--- src/rtl/load_store_unit.sv ---
// load_store_unit: initiator side of the byte-wide data-memory port.
// Sequences a byte access or a little-endian halfword (two byte accesses)
// and returns a one-cycle response carrying extended load data.
// Optional build macro: LSU_MISALIGN_TRAP_EN (trap odd-address halfwords).
module load_store_unit #(
  parameter int unsigned ADDRESS_LINE = 8
) (
  input  logic                    clock,
  input  logic                    reset,
  input  logic                    req_valid,
  output logic                    req_ready,
  input  logic                    req_write,
  input  logic                    req_size,
  input  logic                    req_signed,
  input  logic [ADDRESS_LINE-1:0] req_addr,
  input  logic [15:0]             req_wdata,
  output logic                    rsp_valid,
  output logic [15:0]             rsp_rdata,
  output logic                    rsp_error,
  output logic [ADDRESS_LINE-1:0] mem_address,
  output logic [7:0]              mem_write_data,
  output logic                    mem_write,
  output logic                    mem_read,
  input  logic [7:0]              mem_read_data
);

  localparam int unsigned AW = ADDRESS_LINE;

  typedef enum logic [1:0] {IDLE, ACC0, ACC1, RESP} state_t;

  state_t          state;
  state_t          state_next;
  logic            op_write;
  logic            op_size;
  logic            op_signed;
  logic [AW-1:0]   op_addr;
  logic [7:0]      op_wdata_hi;
  logic [7:0]      lo;
  logic            misaligned_c;
  logic            in_access_c;

`ifdef LSU_MISALIGN_TRAP_EN
  assign misaligned_c = req_size & req_addr[0];
`else
  assign misaligned_c = 1'b0;
`endif

  // State register
  always_ff @(posedge clock) begin
    if (reset) state <= IDLE;
    else       state <= state_next;
  end

  // Next-state logic
  always_comb begin
    state_next = state;
    case (state)
      IDLE: if (req_valid) state_next = misaligned_c ? RESP : ACC0;
      ACC0: state_next = op_size ? ACC1 : RESP;
      ACC1: state_next = RESP;
      RESP: state_next = IDLE;
      default: state_next = IDLE;
    endcase
  end

  // Handshake and memory strobes decoded from state; strobes squashed under reset
  assign in_access_c = (state == ACC0) || (state == ACC1);
  assign req_ready   = (state == IDLE);
  assign rsp_valid   = (state == RESP);
  assign mem_read    = in_access_c & ~op_write & ~reset;
  assign mem_write   = in_access_c &  op_write & ~reset;

  // Request capture, memory address/data sequencing and response data
  always_ff @(posedge clock) begin
    if (reset) begin
      op_write       <= 1'b0;
      op_size        <= 1'b0;
      op_signed      <= 1'b0;
      op_addr        <= '0;
      op_wdata_hi    <= 8'h00;
      lo             <= 8'h00;
      mem_address    <= '0;
      mem_write_data <= 8'h00;
      rsp_rdata      <= 16'h0000;
      rsp_error      <= 1'b0;
    end else begin
      case (state)
        IDLE: begin
          if (req_valid) begin
            op_write       <= req_write;
            op_size        <= req_size;
            op_signed      <= req_signed;
            op_addr        <= req_addr;
            op_wdata_hi    <= req_wdata[15:8];
            mem_address    <= req_addr;
            mem_write_data <= req_wdata[7:0];
            if (misaligned_c) begin
              rsp_rdata <= 16'h0000;
              rsp_error <= 1'b1;
            end
          end
        end
        ACC0: begin
          if (!op_write) lo <= mem_read_data;
          if (op_size) begin
            // Second byte address wraps at the top of the address space
            mem_address    <= AW'(op_addr + AW'(1));
            mem_write_data <= op_wdata_hi;
          end else begin
            rsp_rdata <= op_write ? 16'h0000
                                  : {{8{op_signed & mem_read_data[7]}}, mem_read_data};
            rsp_error <= 1'b0;
          end
        end
        ACC1: begin
          rsp_rdata <= op_write ? 16'h0000 : {mem_read_data, lo};
          rsp_error <= 1'b0;
        end
        default: ;
      endcase
    end
  end

endmodule

--- config.mk ---
export PLATFORM = sky130hd
export DESIGN_NAME = load_store_unit
export DESIGN_NICKNAME = d
export VERILOG_FILES = /design/src/rtl/load_store_unit.sv
export SDC_FILE = /design/constraint.sdc
export NUM_CORES = 1
export LEC_CHECK = 0
export BUFFER_PORTS_ARGS = -buffer_cell sky130_fd_sc_hd__buf_2
export CORE_MARGIN = 4
export CORE_UTILIZATION = 47
export CTS_BUF_LIST = sky130_fd_sc_hd__clkbuf_16
export DETAILED_ROUTE_END_ITERATION = 6
export GPL_TIMING_DRIVEN = 0
export PLACE_DENSITY_LB_ADDON = 0.3
export SYNTH_ARGS = -nofsm -noshare
export SYNTH_HDL_FRONTEND = slang
export SYNTH_SLANG_ARGS = --single-unit
--- constraint.sdc ---
create_clock -name clock -period 1.6 [get_ports clock]
set_input_delay 0.16 -clock clock [delete_from_list [all_inputs] [get_ports clock]]
set_output_delay 0.16 -clock clock [all_outputs]
set_load 0.005 [all_outputs]
* Word level (Yosys, flattened, before mapping)
Index checks and enable logic that the tools add are counted.
** Storage, ports and cells
- Register bits after elaboration :: 62
- Output and inout bits :: 37
- Word-level logic and storage cells :: 48
** Cells by class
- Add/subtract/negate cells :: 1
- Equal/unequal tests :: 6
- Multiplexer cells :: 15
- Bitwise logic cells :: 7
- Reductions and logical operators :: 8
** Operators by type and width (number)
- $mux W16 :: 3
- $mux W8 :: 4
- $pmux W16 S2 :: 1
- $pmux W8 S2 :: 2
- $add A8 B1 Y8 const B :: 1
- $pmux W2 S4 :: 1
- $ne A2 B2 Y1 const B :: 3
- $reduce_and A2 Y1 :: 3
- $and A1 B1 Y1 :: 5
- $eq A2 B2 Y1 const B :: 2
- $reduce_bool A2 Y1 :: 2
- $reduce_and A3 Y1 :: 1
- $eq A2 B1 Y1 const B :: 1
- $logic_not A2 Y1 :: 1
- $mux W1 :: 2
- $mux W2 :: 1
- $not A1 Y1 :: 2
- $pmux W1 S2 :: 1
- $logic_or A1 B1 Y1 :: 1

* Depth between registers and ports, before layout
- Depth in word-level cells :: 4
- Gate-level depth with buffers :: 8

* Worst setup path after synthesis
Ideal clock, no wire load.
- Path type :: reg2reg
- Start point :: reg state[0]
- End point :: reg mem_address[3]
- Data arrival time :: 1.547 ns
- Required time :: 1.530 ns
- Setup slack :: -0.018 ns
- Stages on the path, launching flop included :: 8
- Clock period less this slack :: 1.618 ns
- Cells stage by stage :: dfxtp_1 > inv_1 > ha_1 > mux2i_1 > or2_1 > buf_2 > a211o_1 > a21oi_1
** Between the ends
- Cells in the longest elaborated chain, start to end :: 3
** Ends and longest elaborated chain
- start, declared :: line 31 : state_t state;
- start signal, assigned :: line 51 : else state <= state_next;
- $logic_not A2 Y1 (*)
- net req_ready :: line 11 : output logic req_ready,
- $ne A2 B2 Y1 (no source line) or $reduce_bool A2 Y1 (tied branches)
- $reduce_and A3 Y1 (no source line)
- end signal, assigned :: line 95 : mem_address <= req_addr;
- end signal, assigned :: line 107 : mem_address <= AW'(op_addr + AW'(1));
- end, declared :: line 20 : output logic [ADDRESS_LINE-1:0] mem_address,
The timed path passes the listed nets; every way through them passes the cells marked *.
A chain may end at the register's enable or synchronous reset.

* Worst setup path after layout
- Start point :: reg state[0]
- End point :: reg mem_address[3]
** Between the ends
- Cells in the longest elaborated chain, start to end :: 3
** Ends and longest elaborated chain
- $eq A2 B1 Y1 or $logic_not A2 Y1 (tied branches) :: line 87 : case (state)
- $ne A2 B2 Y1 (no source line) or $reduce_bool A2 Y1 (tied branches)
- $reduce_and A3 Y1 (no source line)
Parallel ways exist; a longest one is shown, timed or not.

==> impl_metrics.json <==
{
  "outcome": "finished with violations",
  "violations": "negative setup slack",
  "stdcell_count": 486,
  "clkPwrFrac": 0.244,
  "switching_share": 0.356,
  "clockBufferDepth": 2,
  "place_area_sq_um": 3140,
  "place_inst": 459,
  "area_delta_synth_final_pct": 36.6,
  "hold_violations": 0,
  "drt_first_pass_iters": 4,
  "setup_viol": 2,
  "synthesis.area_per_instance_sq_um": 8.52,
  "worst_pin_slew_ns": 0.627,
  "r2r_end": "mem_address[3]$_SDFFE_PP0P_",
  "cellPowerDensity_nw_per_um2": 1840,
  "gp_congestion": 0.846,
  "clkSinkCount": 61,
  "power_mw": 6.73,
  "reg2reg_slack_ns": -0.05,
  "synth_most_common_cell": "nand2_1",
  "synth_common_cells": "nand2_1 (63), dfxtp_1 (61), a21oi_1 (32), nor2_1 (32), mux2i_1 (19)",
  "synth_enable_flop_cells": 0,
  "netlist_area_sq_um": 2680,
  "antenna_found_initial": 0,
  "design.die.area_sq_um": 6980,
  "cts_buffers": 9,
  "r2r-start": "state[0]$_SDFFE_PP0P_",
  "cp.required_ns": 1.85,
  "endpoint": "mem_address[3]$_SDFFE_PP0P_",
  "routed_wl_um": 7380,
  "synthCells": 315,
  "grt_max_degree": 20,
  "rsz0062_at_grt": "yes",
  "grt_pass1_vias": 2551,
  "ios": 75,
  "viasPerCell": 5.39,
  "nNetsFinal": 454,
  "worstSetupEndpointType": "flip-flop",
  "max_freq_ghz": 0.608,
  "dp_hpwl_um": 5050,
  "ys_ff_latch": 61,
  "post-route-period-util": 1.03,
  "drcViolationCount": 0,
  "crit_type": "flip-flop to flip-flop",
  "internal_power_mw": 4.34,
  "vias": 2621,
  "cts_hold_buffers": 0,
  "maxCapViolCount": 0,
  "ant_nets": 0,
  "min_path_type": "primary input to flip-flop",
  "synthArstFlopShare": 0,
  "floorplan.rows": 27,
  "antenna_cells": 0,
  "clk_latency_ns": 0.33,
  "yosys.cell_types.count": 40,
  "drt_iter0_drc": 95,
  "wl_per_cell_um": 15.2,
  "cellLeakagePower_nw": 1.57,
  "clk_pin_slew_ns": 0.05,
  "cts_root_buf": "clkbuf_16",
  "yosysWarningCount": 0,
  "drive_gt1_frac": 0.341,
  "fin_ws_ns": -0.0460,
  "ir_drop_mv": 0.990,
  "synth_nets": 359,
  "cts_tree": "built",
  "period_minus_slack_ns": 1.65,
  "fillCellCount": 488,
  "post-route-util": 0.665,
  "synth_top_area_share": 0.455,
  "stdcell_area_sq_um": 3660,
  "track_usage": 0.213,
  "switching_power_mw": 2.40,
  "port_buffers": 72,
  "synth_ff_type": "dfxtp_1",
  "fp.dieW_um": 83.6,
  "grt_pass1_wl_um": 11800,
  "design.core.area_sq_um": 5510,
  "fp.dieH_um": 83.6,
  "htreeDepth": 3,
  "finalMaxSlewViolations": 0,
  "crit_path_start_kind": "flip-flop",
  "ys_seq_area_frac": 0.455,
  "combPwrFrac": 0.420,
  "synth_area_leaders": "dfxtp_1 (46%), nand2_1 (8.8%), mux2i_1 (7.1%), a21oi_1 (6.0%), a211oi_1 (4.8%)",
  "crit_start": "state[0]$_SDFFE_PP0P_",
  "skew_ns": 0.00693,
  "crit_arrival_ns": 1.90,
  "ff2ff_path_depth": 7,
  "max_slew_margin": 0.582,
  "power_frac_seq": 0.337,
  "synth_top_area_cell": "dfxtp_1",
  "grt_overflow": 0,
  "cp_max_fo": 6,
  "initial_core_util": 0.487
}
-- flip-flops by register name (all words and copies together), names as in the netlist --
name	count
op_write	1
op_size	1
lo	8
mem_address	8
op_addr	8
op_wdata_hi	8
op_signed	1
state	2
mem_write_data	8
rsp_rdata	16
-- stage by stage --
stage          hold slack, ns  setup WS [ns]  TNS, ns
2_1_floorplan           0.296      0.0000705        0
3_3_place_gp            0.404         -0.291    -8.17
3_5_place_dp            0.413         -0.345    -9.58
4_1_cts                0.0700        0.00763        0
5_1_grt                0.0740        -0.0833   -0.275
6_report               0.0785        -0.0460  -0.0782
-- critical path, cell delays in order (launching register included) --
cell	delay, ns
dfxtp_4	0.39
inv_6	0.05
ha_4	0.18
mux2i_4	0.20
or2_4	0.27
buf_6	0.13
a211o_1	0.24
a21oi_2	0.11
-- layer usage --
| layer | vias up | GRT usage | share of wire |
|---|---|---|---|
| li1 | 1274 | - | - |
| met1 | 1235 | 0.243 | 0.40 |
| met2 | 95 | 0.356 | 0.50 |
| met3 | 17 | 0.0740 | 0.075 |
| met4 | 0 | 0.101 | 0.024 |
| met5 | - | 0 | 0 |
-- placed cells by master (no fill, tap or decap), types with 4 or more instances in the layout --
cell type / count
dfxtp_1: 58
nand3_1: 14
a21oi_1: 31
buf_6: 4
buf_4: 14
clkbuf_16: 9
mux2_2: 8
nor2_1: 30
a211oi_1: 14
clkbuf_1: 6
nand2_1: 62
buf_2: 74
inv_1: 7
mux2i_1: 18
-- how the worst min path moves through the flow --
stage,end,cells after the start,slack [ns],start
detailed placement,op_wdata_hi[1]$_SDFFE_PP0P_,3,0.41,req_wdata[9]
CTS,op_wdata_hi[1]$_SDFFE_PP0P_,3,0.07,req_wdata[9]
finish,op_wdata_hi[2]$_SDFFE_PP0P_,3,0.08,req_wdata[10]
global route,op_write$_SDFFE_PP0P_,3,0.07,req_write
global placement,op_wdata_hi[5]$_SDFFE_PP0P_,3,0.40,req_wdata[13]
floorplan,op_wdata_hi[0]$_SDFFE_PP0P_,2,0.30,req_wdata[8]
-- cells by family after synthesis --
kind of cell / Yosys count / synth area share
flip-flops: 61 / 0.455
adder cells (fa/ha/maj): 6 / 0.0280
XOR/XNOR: 3 / 0.00980
buffers and inverters: 27 / 0.0448
other: 1 / 0.00140
AO/OA/AOI/OAI: 65 / 0.160
AND/OR/NAND/NOR: 125 / 0.196
multiplexers: 27 / 0.104
-- power by group through the flow --
stage,Sequential [mW],Clock (mW),Combinational [mW]
after floorplan,2.24,0,1.48
after global placement,2.23,0,2.17
after detailed placement,2.25,0,2.21
after CTS,2.25,1.66,2.49
after global routing,2.32,1.76,3.12
final,2.27,1.64,2.83
-- repair_timing --
item	4_1_cts	5_1_grt
resized for setup	27	23
cloned	0	1
pin swaps	3	3
setup endpoints to repair	43	50
buffers inserted	5	7
-- area by class of cell --
cell class / count / area [sq um] / share of cell area
Multi-Input combinational cell: 227 / 1480 / 0.403
Sequential cell: 61 / 1230 / 0.336
Timing Repair Buffer: 85 / 455 / 0.124
Clock buffer: 9 / 225 / 0.0615
Buffer: 19 / 124 / 0.0338
Tap cell: 72 / 90.1 / 0.0246
Inverter: 7 / 37.5 / 0.0102
Clock inverter: 6 / 25.0 / 0.00683
Power figures use the tool's default switching activity.
